`config.mk`:
```
export PLATFORM = sky130hd
export DESIGN_NAME = alu_operand_stage
export DESIGN_NICKNAME = d
export VERILOG_FILES = /design/src/rtl/alu_operand_stage_pkg.sv /design/src/rtl/alu_operand_decode.sv /design/src/rtl/alu_operand_stage.sv
export SDC_FILE = /design/constraint.sdc
export NUM_CORES = 1
export LEC_CHECK = 0
export ABC_AREA = 1
export CORE_ASPECT_RATIO = 0.6
export CORE_MARGIN = 2
export CORE_UTILIZATION = 45
export DETAILED_ROUTE_END_ITERATION = 7
export PLACE_DENSITY = 0.81
export SLEW_MARGIN = 0
export SYNTH_ARGS = -nofsm -noshare
export SYNTH_HDL_FRONTEND = slang
export SYNTH_HIERARCHICAL = 1
export SYNTH_SLANG_ARGS = --single-unit
```
`constraint.sdc`:
```
create_clock -name clk -period 1.6 [get_ports clk]
set_input_delay 0.16 -clock clk [delete_from_list [all_inputs] [get_ports clk]]
set_output_delay 0.16 -clock clk [all_outputs]
set_load 0.005 [all_outputs]
```
`src/rtl/alu_operand_stage_pkg.sv`:
```
// Shared select codes and stage state encoding for the ALU operand stage.
// The named source codes are also used by the control unit when it builds sel_a/sel_b.
package alu_operand_stage_pkg;

  localparam int SEL_W_DEFAULT = 4;

  localparam logic [SEL_W_DEFAULT-1:0] SEL_ZERO     = 4'd0;
  localparam logic [SEL_W_DEFAULT-1:0] SEL_IDR1     = 4'd1;
  localparam logic [SEL_W_DEFAULT-1:0] SEL_MDR      = 4'd2;
  localparam logic [SEL_W_DEFAULT-1:0] SEL_RCOL     = 4'd3;
  localparam logic [SEL_W_DEFAULT-1:0] SEL_RROW     = 4'd4;
  localparam logic [SEL_W_DEFAULT-1:0] SEL_RI       = 4'd5;
  localparam logic [SEL_W_DEFAULT-1:0] SEL_RJ       = 4'd6;
  localparam logic [SEL_W_DEFAULT-1:0] SEL_RTOTAL   = 4'd7;
  localparam logic [SEL_W_DEFAULT-1:0] SEL_RADDR    = 4'd8;
  localparam logic [SEL_W_DEFAULT-1:0] SEL_RBND     = 4'd9;
  localparam logic [SEL_W_DEFAULT-1:0] SEL_RCOLTEMP = 4'd10;
  localparam logic [SEL_W_DEFAULT-1:0] SEL_FWD      = '1;

  localparam logic [1:0] ST_EMPTY = 2'd0;
  localparam logic [1:0] ST_ONE   = 2'd1;
  localparam logic [1:0] ST_FULL  = 2'd2;

endpackage

```
`src/rtl/alu_operand_decode.sv`:
```
// Combinational select decode for one ALU operand: zero, one of NSRC sources,
// or (with ALU_FWD_EN) the forwarded ALU result on the all-ones code.
module operand_decode #(
  parameter int W    = 18,
  parameter int NSRC = 10,
  parameter int SELW = 4
) (
  input  logic [SELW-1:0]   sel,
  input  logic [NSRC*W-1:0] src_bus,
  input  logic [W-1:0]      fwd_data,
  input  logic              fwd_valid,
  output logic [W-1:0]      operand,
  output logic              illegal
);

  // NOTE: every output gets a default at the top of always_comb so no path
  // through the block leaves it unassigned, which would infer a latch.
  always_comb begin
    operand = '0;
    illegal = (sel != '0);
    for (int k = 1; k <= NSRC; k++) begin
      if (sel == SELW'(k)) begin
        operand = src_bus[(k-1)*W +: W];
        illegal = 1'b0;
      end
    end
`ifdef ALU_FWD_EN
    // A forward request with no valid result reads as zero and stays flagged.
    if (sel == '1 && fwd_valid) begin
      operand = fwd_data;
      illegal = 1'b0;
    end
`endif
  end

`ifndef ALU_FWD_EN
  logic unused_fwd;
  assign unused_fwd = ^{fwd_data, fwd_valid};
`endif

endmodule

```
`src/rtl/alu_operand_stage.sv`:
```
// Registered ALU operand selector: decodes A/B from the source bus and holds the
// pair behind a valid/ready handshake with a 2-entry skid buffer. Option: ALU_FWD_EN.
module alu_operand_stage
  import alu_operand_stage_pkg::*;
#(
  parameter int W    = 18,
  parameter int NSRC = 10,
  parameter int SELW = 4
) (
  input  logic              clk,
  input  logic              rst_n,
  input  logic [NSRC*W-1:0] src_bus,
  input  logic [SELW-1:0]   sel_a,
  input  logic [SELW-1:0]   sel_b,
  input  logic              in_valid,
  output logic              in_ready,
  output logic [W-1:0]      alu_a,
  output logic [W-1:0]      alu_b,
  output logic              out_valid,
  input  logic              out_ready,
  output logic              sel_err,
  input  logic              err_clr,
  input  logic [W-1:0]      fwd_data,
  input  logic              fwd_valid
);

  logic [W-1:0] dec_a, dec_b;
  logic         ill_a, ill_b;

  operand_decode #(.W(W), .NSRC(NSRC), .SELW(SELW)) u_dec_a (
    .sel       (sel_a),
    .src_bus   (src_bus),
    .fwd_data  (fwd_data),
    .fwd_valid (fwd_valid),
    .operand   (dec_a),
    .illegal   (ill_a)
  );

  operand_decode #(.W(W), .NSRC(NSRC), .SELW(SELW)) u_dec_b (
    .sel       (sel_b),
    .src_bus   (src_bus),
    .fwd_data  (fwd_data),
    .fwd_valid (fwd_valid),
    .operand   (dec_b),
    .illegal   (ill_b)
  );

  logic [1:0]   state, state_next;
  logic [W-1:0] main_a, main_b, skid_a, skid_b;
  logic         accept, xfer;
  logic         load_main_dec, load_main_skid, load_skid;

  assign accept    = in_valid && in_ready;
  assign xfer      = out_valid && out_ready;
  assign out_valid = (state != ST_EMPTY);
  assign alu_a     = main_a;
  assign alu_b     = main_b;

  always_comb begin
    state_next     = state;
    load_main_dec  = 1'b0;
    load_main_skid = 1'b0;
    load_skid      = 1'b0;
    case (state)
      ST_EMPTY: begin
        if (accept) begin
          load_main_dec = 1'b1;
          state_next    = ST_ONE;
        end
      end
      ST_ONE: begin
        if (accept && xfer) begin
          load_main_dec = 1'b1;
        end else if (accept) begin
          load_skid  = 1'b1;
          state_next = ST_FULL;
        end else if (xfer) begin
          state_next = ST_EMPTY;
        end
      end
      ST_FULL: begin
        // in_ready is low here, so only the drain of main can happen.
        if (xfer) begin
          load_main_skid = 1'b1;
          state_next     = ST_ONE;
        end
      end
      default: state_next = ST_EMPTY;
    endcase
  end

  // NOTE: sequential state uses non-blocking assignments so every flop samples
  // the pre-edge values regardless of statement order. The skid registers are
  // reset too, so nothing captured before a reset can ever reach the outputs.
  always_ff @(posedge clk or negedge rst_n) begin
    if (!rst_n) begin
      state    <= ST_EMPTY;
      in_ready <= 1'b1;
      main_a   <= '0;
      main_b   <= '0;
      skid_a   <= '0;
      skid_b   <= '0;
      sel_err  <= 1'b0;
    end else begin
      state    <= state_next;
      in_ready <= (state_next != ST_FULL);
      if (load_main_dec) begin
        main_a <= dec_a;
        main_b <= dec_b;
      end else if (load_main_skid) begin
        main_a <= skid_a;
        main_b <= skid_b;
      end
      if (load_skid) begin
        skid_a <= dec_a;
        skid_b <= dec_b;
      end
      // Set has priority over a same-cycle clear.
      if (accept && (ill_a || ill_b)) begin
        sel_err <= 1'b1;
      end else if (err_clr) begin
        sel_err <= 1'b0;
      end
    end
  end

endmodule

```
======== Yosys cells after proc, flatten, opt, wreduce, memory -nomap -nowiden ========
Cells that the tools add are included.
word-level totals
  register bits ........................... 76
  output and inout bits ................... 39
  logic and storage cells ................. 100
operators by class
  eq/ne operators ......................... 23
  muxes and demuxes ....................... 59
  reductions and logical operators ........ 11
operators by type and width
  kind                                                                    number
  18-bit two-way mux                                                      24
  4-bit by 3-bit equality test with 1-bit output (second input constant)  8
  1-bit two-way mux                                                       28
  4-bit equality test (second input constant)                             6
  4-bit by 2-bit equality test with 1-bit output (second input constant)  4
  2-bit two-way mux                                                       5
  4-bit by 1-bit equality test with 1-bit output (second input constant)  2
  4-bit nonzero test                                                      2
  2-bit case mux with 3 select lines                                      1
  2-bit nonzero test                                                      3
  1-bit logical AND                                                       4
  2-bit by 1-bit equality test with 1-bit output (second input constant)  1
  2-bit equality test (second input constant)                             1
  2-bit logical NOT                                                       1
  2-bit inequality test (second input constant)                           1
  1-bit case mux with 2 select lines                                      1
  1-bit logical OR                                                        1

======== Logic depth before layout (Yosys ltp) ========
Gate-level depths: netlist (run 1).
  depth in word-level cells ............... 14
  mapped depth ............................ 14
  mapped depth without buffers ............ 13

======== Hierarchy ========
The synthesis (run 1) kept the hierarchy.
modules (own cells, without submodules)
  module             times used  cells each  area an instance (um^2)  seq. area each (um^2)
  alu_operand_stage  1           459         3654.8                   1903.1
  operand_decode     2           348         1567.8                   0.0

======== Least setup slack after synthesis (run 1) ========
Ideal clock, no wire load.
  kind .................................... in2reg
  start point ............................. input port sel_a[0]
  end point ............................... register main_a[10] (netlist: alu_a[10])
  library setup time ...................... 0.117 ns
  arrival time ............................ 1.307 ns
  data required time ...................... 1.483 ns
  setup slack ............................. 0.176 ns
  stages on the path ...................... 14
  path through ............................ buf_4 > nand2_1 > inv_1 > nand2_2 > buf_4 > nor2_1 > nor2_1 > nand4_1 > nor2_1 > nand4_1 > inv_1 > nand3_1 > nand2_1 > nand2_1
on the way
  cells in the longest elaborated chain, start to end .. 12
ends and longest elaborated chain
  element                                         line                      text
  start: declaration                              alu_operand_stage.sv:13   input logic [SELW-1:0] sel_a,
  4-bit by 1-bit equality test with 1-bit output  alu_operand_decode.sv:22  if (sel == SELW'(k)) begin
  18-bit two-way mux (9 in a row)                 alu_operand_decode.sv:22
  18-bit two-way mux *                            alu_operand_decode.sv:22
  net dec_a[10]                                   alu_operand_stage.sv:27   logic [W-1:0] dec_a, dec_b;
  18-bit two-way mux *                            alu_operand_stage.sv:107  if (load_main_dec) begin
  end signal: assignment                          alu_operand_stage.sv:111  main_a <= skid_a;
  end: declaration                                alu_operand_stage.sv:49   logic [W-1:0] main_a, main_b, skid_a, skid_b;
Mark *: on every way through the listed nets, which the timed path passes. The rest lies on a longest branch.
A chain may end at the register's enable or synchronous reset.

======== Worst setup path in the final report (run 1) ========
  start point ............................. register state[0]
  end point ............................... output port out_valid
on the way
  cells in the longest elaborated chain, start to end .. 1
ends and longest elaborated chain
  element                   line                      text
  start: declaration        alu_operand_stage.sv:48   logic [1:0] state, state_next;
  start signal: assignment  alu_operand_stage.sv:105  state <= state_next;
  2-bit nonzero test        alu_operand_stage.sv:55   assign out_valid = (state != ST_EMPTY);
  end: declaration          alu_operand_stage.sv:19   output logic out_valid,
No other way between the ends.

==> key figures, run 1 <==
Status
  • Status: finished clean

Synth
  • Largest area contributor in the netlist: dfrtp_1
  • Most common cell in the netlist: nand2_1
  • Synth cell count leaders: nand2_1, nand3_1, nor2_1
  • Mapped Nets: 1367
  • Yosys top cell area share: 27.6%
  • Yosys warnings: 6
  • Syn Std Cell Area: 6790 um2
  • Sequential share of the synthesized area: 28.0%
  • Area contributors post-synth: dfrtp_1, nand2_1, nand3_1
  • EDFF count, synth: 0
  • Synth Area per Inst: 5.88 um2
  • Synth Register Bits: 76
  • Cell count after synthesis: about 1.2k
  • Ys flop type: dfrtp_1
  • Distinct cell type count after synthesis: 25
  • Post-synth ARST share: 100%

Setup path
  • Worst path buffer plus inverter count: 2
  • Arrival @ worst endpoint: ~1.4 ns
  • Critical Path RT: ~1.4 ns
  • Worst setup EP type: primary output
  • WS Path Type: reg2out
  • Critical Path, Cell by Cell: inv_2 -> nand2_2 -> clkdlybuf4s50_1
  • CP max-delay cell: clkdlybuf4s50_1
  • Worst reg2reg path endpoint: skid_b[6]
  • Max stage delay on crit path: 0.50 ns
  • CP Launch Type: flop
  • Crit-path max FO: 3
  • R2R Setup Slk: 0.11 ns
  • Worst r2r path cells: 7
  • Crit path max-delay family: buffers and inverters
  • R2R Path Start: state[0]

Global routing
  • Antenna violations before repair: 0
  • First-pass GRT wire length: 45.2 mm
  • Largest net degree at the start of global routing: 73
  • Grt ovf: 0
  • Vias in the first global route: 8707
  • GRT Overall Usage: between 30 and 40%

Finish
  • P&R area growth vs syn: 50.1%
  • Share of layout cells above drive strength 1: 11.2%
  • Nets: 1630
  • Filler instances: 1260
  • N_diodes: 0

Placement
  • Global placer's final weighted congestion: 0.978
  • Hpwl dp: 21.5 mm
  • Buffers on Ports: 231

STA
  • Final number of hold-violating endpoints: 0
  • Final Max Slew Viols: 0
  • Tcrit/Tclk final: approximately 95%
  • WHS: ~0.24 ns
  • RSZ-0062 raised after global routing: no
  • Worst rel slew slack: 76.2%
  • Highest Clock Rate: between 600 and 700 MHz
  • Tmin final: 1.51 ns
  • Clock Skews: 0.0136 ns
  • Least-Margin Pin Slew: 0.354 ns
  • Final setup fails: 0

Route
  • Post-DRT Antenna Nets: 0
  • Drt pass-1 iters: 6
  • Number of DRC markers in iteration 0: 1108
  • Routed len/inst: around 17 um
  • Routed WL: 28.2 mm
  • Vias: roughly 9.1k
  • Via density: 5.62
  • DRC: 0

Floorplan
  • Site Rows: 34
  • Initial core utilization: between 40% and 50%
  • Die area: 16100 um2
  • Core Area: 14600 um2
  • Top-level port count: 251
  • Die width: between 150 and 200 um
  • Die height: 99.2 um

Clocking
  • CTS tree: built
  • Clock slew at reported path FFs: 0.07 ns
  • CTS H-tree lvls: 3
  • CTS buffer count: 9
  • Clock buffer depth: 2
  • CTS Root Cell: clkbuf_16
  • Clock Sink Count: 76
  • Worst-Skew Late Latency: 0.35 ns

Power
  • PD cells: 1010 nW/um2
  • Lkg Pwr: 4.99 nW
  • Peak supply drop: between 0.6 and 0.7 mV
  • Total power: between 0.01 and 0.015 W

Flow run
  • Max-cap violations: 0

Hold path
  • Min-Delay Path Class: in2async
-- routing by layer --
layer  up-vias  global-route usage (%)  share of wire [%]
met2       624                    54.3                 43
met1      4198                    51.5                 43
met5         -                       0                  0
li1       4233                       -                  -
met3        55                    7.26                 12
met4         0                    8.10                1.9
-- flip-flops by register name, indices dropped and copies added, names as in the netlist --
name / count
alu_a: 18
alu_b: 18
in_ready: 1
sel_err: 1
skid_a: 18
skid_b: 18
state: 2
-- how the worst max path moves through the flow --
stage / cells after the start / to / from
2_1_floorplan: 14 / alu_a[10] / sel_a[0]
6_report: 3 / out_valid / state[0]
3_5_place_dp: 13 / alu_a[9] / sel_a[0]
4_1_cts: 3 / out_valid / state[1]
3_3_place_gp: 11 / alu_b[1] / sel_b[0]
5_1_grt: 13 / alu_b[1] / sel_b[3]
-- kinds of logic after synthesis --
family,count (synthesis),synth area share [%]
simple gates,841,56.1
buf+inv,200,13.1
flops,76,28.0
compound gates,38,2.82
-- power breakdown --
part / total, W / internal (W) / switching, W / leakage (nW)
Combinational: 0.00475 / 0.00233 / 0.00241 / 3.91
Clock: 0.00204 / 0.00109 / 0.000948 / 0.141
Sequential: 0.00350 / 0.00286 / 0.000633 / 0.938
Total: 0.0103 / 0.00629 / 0.00399 / 4.99
-- layout by cell type (no fill, tap or decap), types with 6 or more instances in the layout --
cell / Yosys / final
clkbuf_16: 0 / 10
nor2_4: 6 / 6
o21ai_1: 36 / 36
dfrtp_1: 75 / 75
nand4_1: 105 / 105
nand2_1: 406 / 402
buf_12: 0 / 19
nand3_1: 161 / 161
clkbuf_2: 0 / 6
inv_2: 12 / 14
nor2_1: 143 / 139
buf_4: 12 / 64
clkdlybuf4s50_1: 0 / 222
nand2_2: 2 / 6
inv_1: 119 / 115
-- through the flow --
step	cells	worst slack [ns]	setup TNS, ns	instance area (um2)	util (%)
2_1_floorplan	1155	0.176	0	6790	-
3_3_place_gp	1593	-0.519	-32.09	9760	66.7
3_5_place_dp	1593	-0.579	-36.91	9760	66.7
4_1_cts	1617	0.00367	0	10100	69.3
5_1_grt	1621	0.0229	0	10200	69.7
6_report	1621	0.0861	0	10200	69.7
-- layout make-up --
| cell class | count | area [um2] | share of cell area, % |
|---|---|---|---|
| sequential | 76 | 1900 | 18.7 |
| clock buffer | 9 | 225 | 2.21 |
| inverter | 133 | 505 | 4.96 |
| timing repair buffer | 319 | 3230 | 31.7 |
| clock inverter | 7 | 65.1 | 0.638 |
| tap | 198 | 248 | 2.43 |
| multi-input combinational | 879 | 4020 | 39.4 |
-- repair_timing --
item,4_1_cts,5_1_grt
hold buffers,1,0
setup buffers,7,3
pin swaps,4,4
gates resized for setup,12,26
endpoints found under the hold margin,46,0
cloned,0,1
endpoints found under the setup margin,74,47
Power figures use the tool's default switching activity.
==> run 2: changes to the inputs <==
- SETUP_SLACK_MARGIN: unset -> 0.3
==> key figures, run 2 (same netlist as run 1, synthesis figures left out) <==
Route
  • Via density: 6.24
  • Drt pass-1 iters: 8
  • Number of DRC markers in iteration 0: slightly below 2k
  • Vias: between 10k and 15k
  • Post-DRT Antenna Nets: 0
  • Routed WL: 36.6 mm
  • DRC: 1
  • Routed len/inst: 21.9 um

Setup path
  • Worst setup EP type: flop
  • CP max-delay cell: dfstp_2
  • Arrival @ worst endpoint: 1.92 ns
  • R2R Path Start: in_ready
  • R2R Setup Slk: -0.03 ns
  • Max stage delay on crit path: 0.57 ns
  • Crit path max-delay family: flip-flops
  • CP Launch Type: flop
  • Critical Path, Cell by Cell: nand2_4 -> nor2_4 -> buf_12 -> nand2_8 -> buf_12 -> buf_16 -> nand2_2 -> nand2_1 -> nand2_1
  • Worst path buffer plus inverter count: 3
  • Worst reg2reg path endpoint: alu_a[10]
  • Crit-path max FO: 8
  • Critical Path RT: 1.89 ns
  • Worst r2r path cells: 9
  • WS Path Type: reg2reg

STA
  • Final WS setup: -0.0296 ns
  • Highest Clock Rate: 614 MHz
  • Least-Margin Pin Slew: 0.426 ns
  • Tmin final: between 1.5 and 2 ns
  • Tcrit/Tclk final: 102%
  • Final setup fails: 1
  • Final number of hold-violating endpoints: 0
  • Clock Skews: approximately 0.012 ns
  • Final Max Slew Viols: 0
  • Worst rel slew slack: 71.5%
  • RSZ-0062 raised after global routing: yes
  • TNS Setup: -0.0296 ns

Finish
  • Share of layout cells above drive strength 1: 24.2%
  • Final cell count without fillers: roughly 1.7k
  • P&R area growth vs syn: 75.6%
  • Register area: 1900 um2
  • Most common cell after layout, fill and taps aside: nand2_1
  • N_diodes: 0
  • Filler instances: 907
  • Nets: 1684
  • Highest-count cells in the layout ignoring fill and taps: nand2_1, clkdlybuf4s50_1, nand3_1
  • Multi-input logic area: 4700 um2
  • Fin area: 11900 um2
  • Layout Utilization: between 80% and 90%

Global routing
  • GRT Overall Usage: 41.0%
  • Vias in the first global route: 9524
  • Grt ovf: 0
  • Largest net degree at the start of global routing: 33
  • Antenna violations before repair: 1
  • First-pass GRT wire length: between 50 and 60 mm

Power
  • Logic gate share of total power: 53.1%
  • Sw Pwr: around 0.0053 W
  • Pint: 0.00727 W
  • Lkg Pwr: 5.71 nW
  • Peak supply drop: 0.675 mV
  • Clock power share: 17.1%
  • PD cells: ~1100 nW/um2
  • Flop pwr share: 29.8%
  • Sw frac: a little over two fifths

Clocking
  • CTS buffer count: 9
  • Worst-Skew Late Latency: approximately 0.36 ns
  • Clock Sink Count: 76
  • CTS Root Cell: clkbuf_16
  • Clock slew at reported path FFs: approximately 0.07 ns
  • CTS H-tree lvls: 3
  • Clock buffer depth: 2
  • CTS tree: built

Hold path
  • Min-Delay Path Class: in2async

Status
  • Failing checks: design-rule violations, negative setup slack
  • Status: finished with violations

Floorplan
  • Die height: 99.2 um
  • Initial core utilization: 46.4%
  • Die area: 16100 um2
  • Core Area: 14600 um2
  • Top-level port count: 251
  • Site Rows: 34
  • Die width: 163 um

Placement
  • Global placer's final weighted congestion: about 1.0
  • Placed Instances: 1589
  • Buffers on Ports: 231
  • Pre-CTS setup slack: -0.722 ns
  • Hpwl dp: 21.5 mm
  • Placed Area: just under 10000 um2

Flow run
  • Max-cap violations: 0
run 2: power by group through the flow:
| stage | Clock, W | Combinational [W] | Sequential, W |
|---|---|---|---|
| floorplan | 0 | 0.00211 | 0.00336 |
| global placement | 0 | 0.00465 | 0.00350 |
| detailed placement | 0 | 0.00472 | 0.00349 |
| CTS | 0.00210 | 0.00554 | 0.00350 |
| global route | 0.00219 | 0.00700 | 0.00379 |
| finish | 0.00214 | 0.00665 | 0.00374 |
run 2: area by class of cell:
type / count / share of cell area (%)
clock buffers: 10 / 1.92
clock inverters: 6 / 0.609
inverters: 133 / 4.46
multi-input cells: 883 / 39.4
flip-flops and latches: 76 / 16.0
well taps: 198 / 2.08
repair buffers: 369 / 35.5
run 2: worst max-delay path by stage:
| stage | from | to | slack (ns) | cells after the start |
|---|---|---|---|---|
| 2_1_floorplan | in_ready | skid_a[13] | 0.28 | 7 |
| 3_3_place_gp | sel_a[1] | alu_a[7] | -0.64 | 11 |
| 3_5_place_dp | sel_a[1] | alu_a[7] | -0.72 | 11 |
| 4_1_cts | in_ready | alu_b[4] | 0.10 | 8 |
| 5_1_grt | in_ready | alu_a[10] | -0.06 | 9 |
| 6_report | in_ready | alu_a[10] | -0.03 | 9 |
run 2: timing repair:
action,4_1_cts,5_1_grt
gates cloned,20,5
hold buffers,1,0
pin swaps,42,52
setup endpoints to repair,112,75
resized for setup,164,145
endpoints found under the hold margin,51,0
setup buffers,33,11
run 2: through the flow:
stage,total power (W),hold WS (ns)
global route,0.0130,0.271
detailed placement,0.00822,0.0570
global placement,0.00815,0.0614
floorplan,0.00547,-0.136
finish,0.0125,0.236
CTS,0.0111,0.234
run 2: layer usage:
layer  vias up  part of all wire [%]  global-route usage, %
met2      1110                    41                   61.5
met4         2                   6.1                   15.4
li1       4384                     -                      -
met1      4685                    35                   55.7
met5         -                 0.036                      0
met3       271                    17                   12.9
run 2: worst register-to-register path: cells and delay by family, from the launching register on:
family	cells	cell delay (ns)
and+or+nand+nor	6	0.52
DFF	1	0.57
buffers and inverters	3	0.46
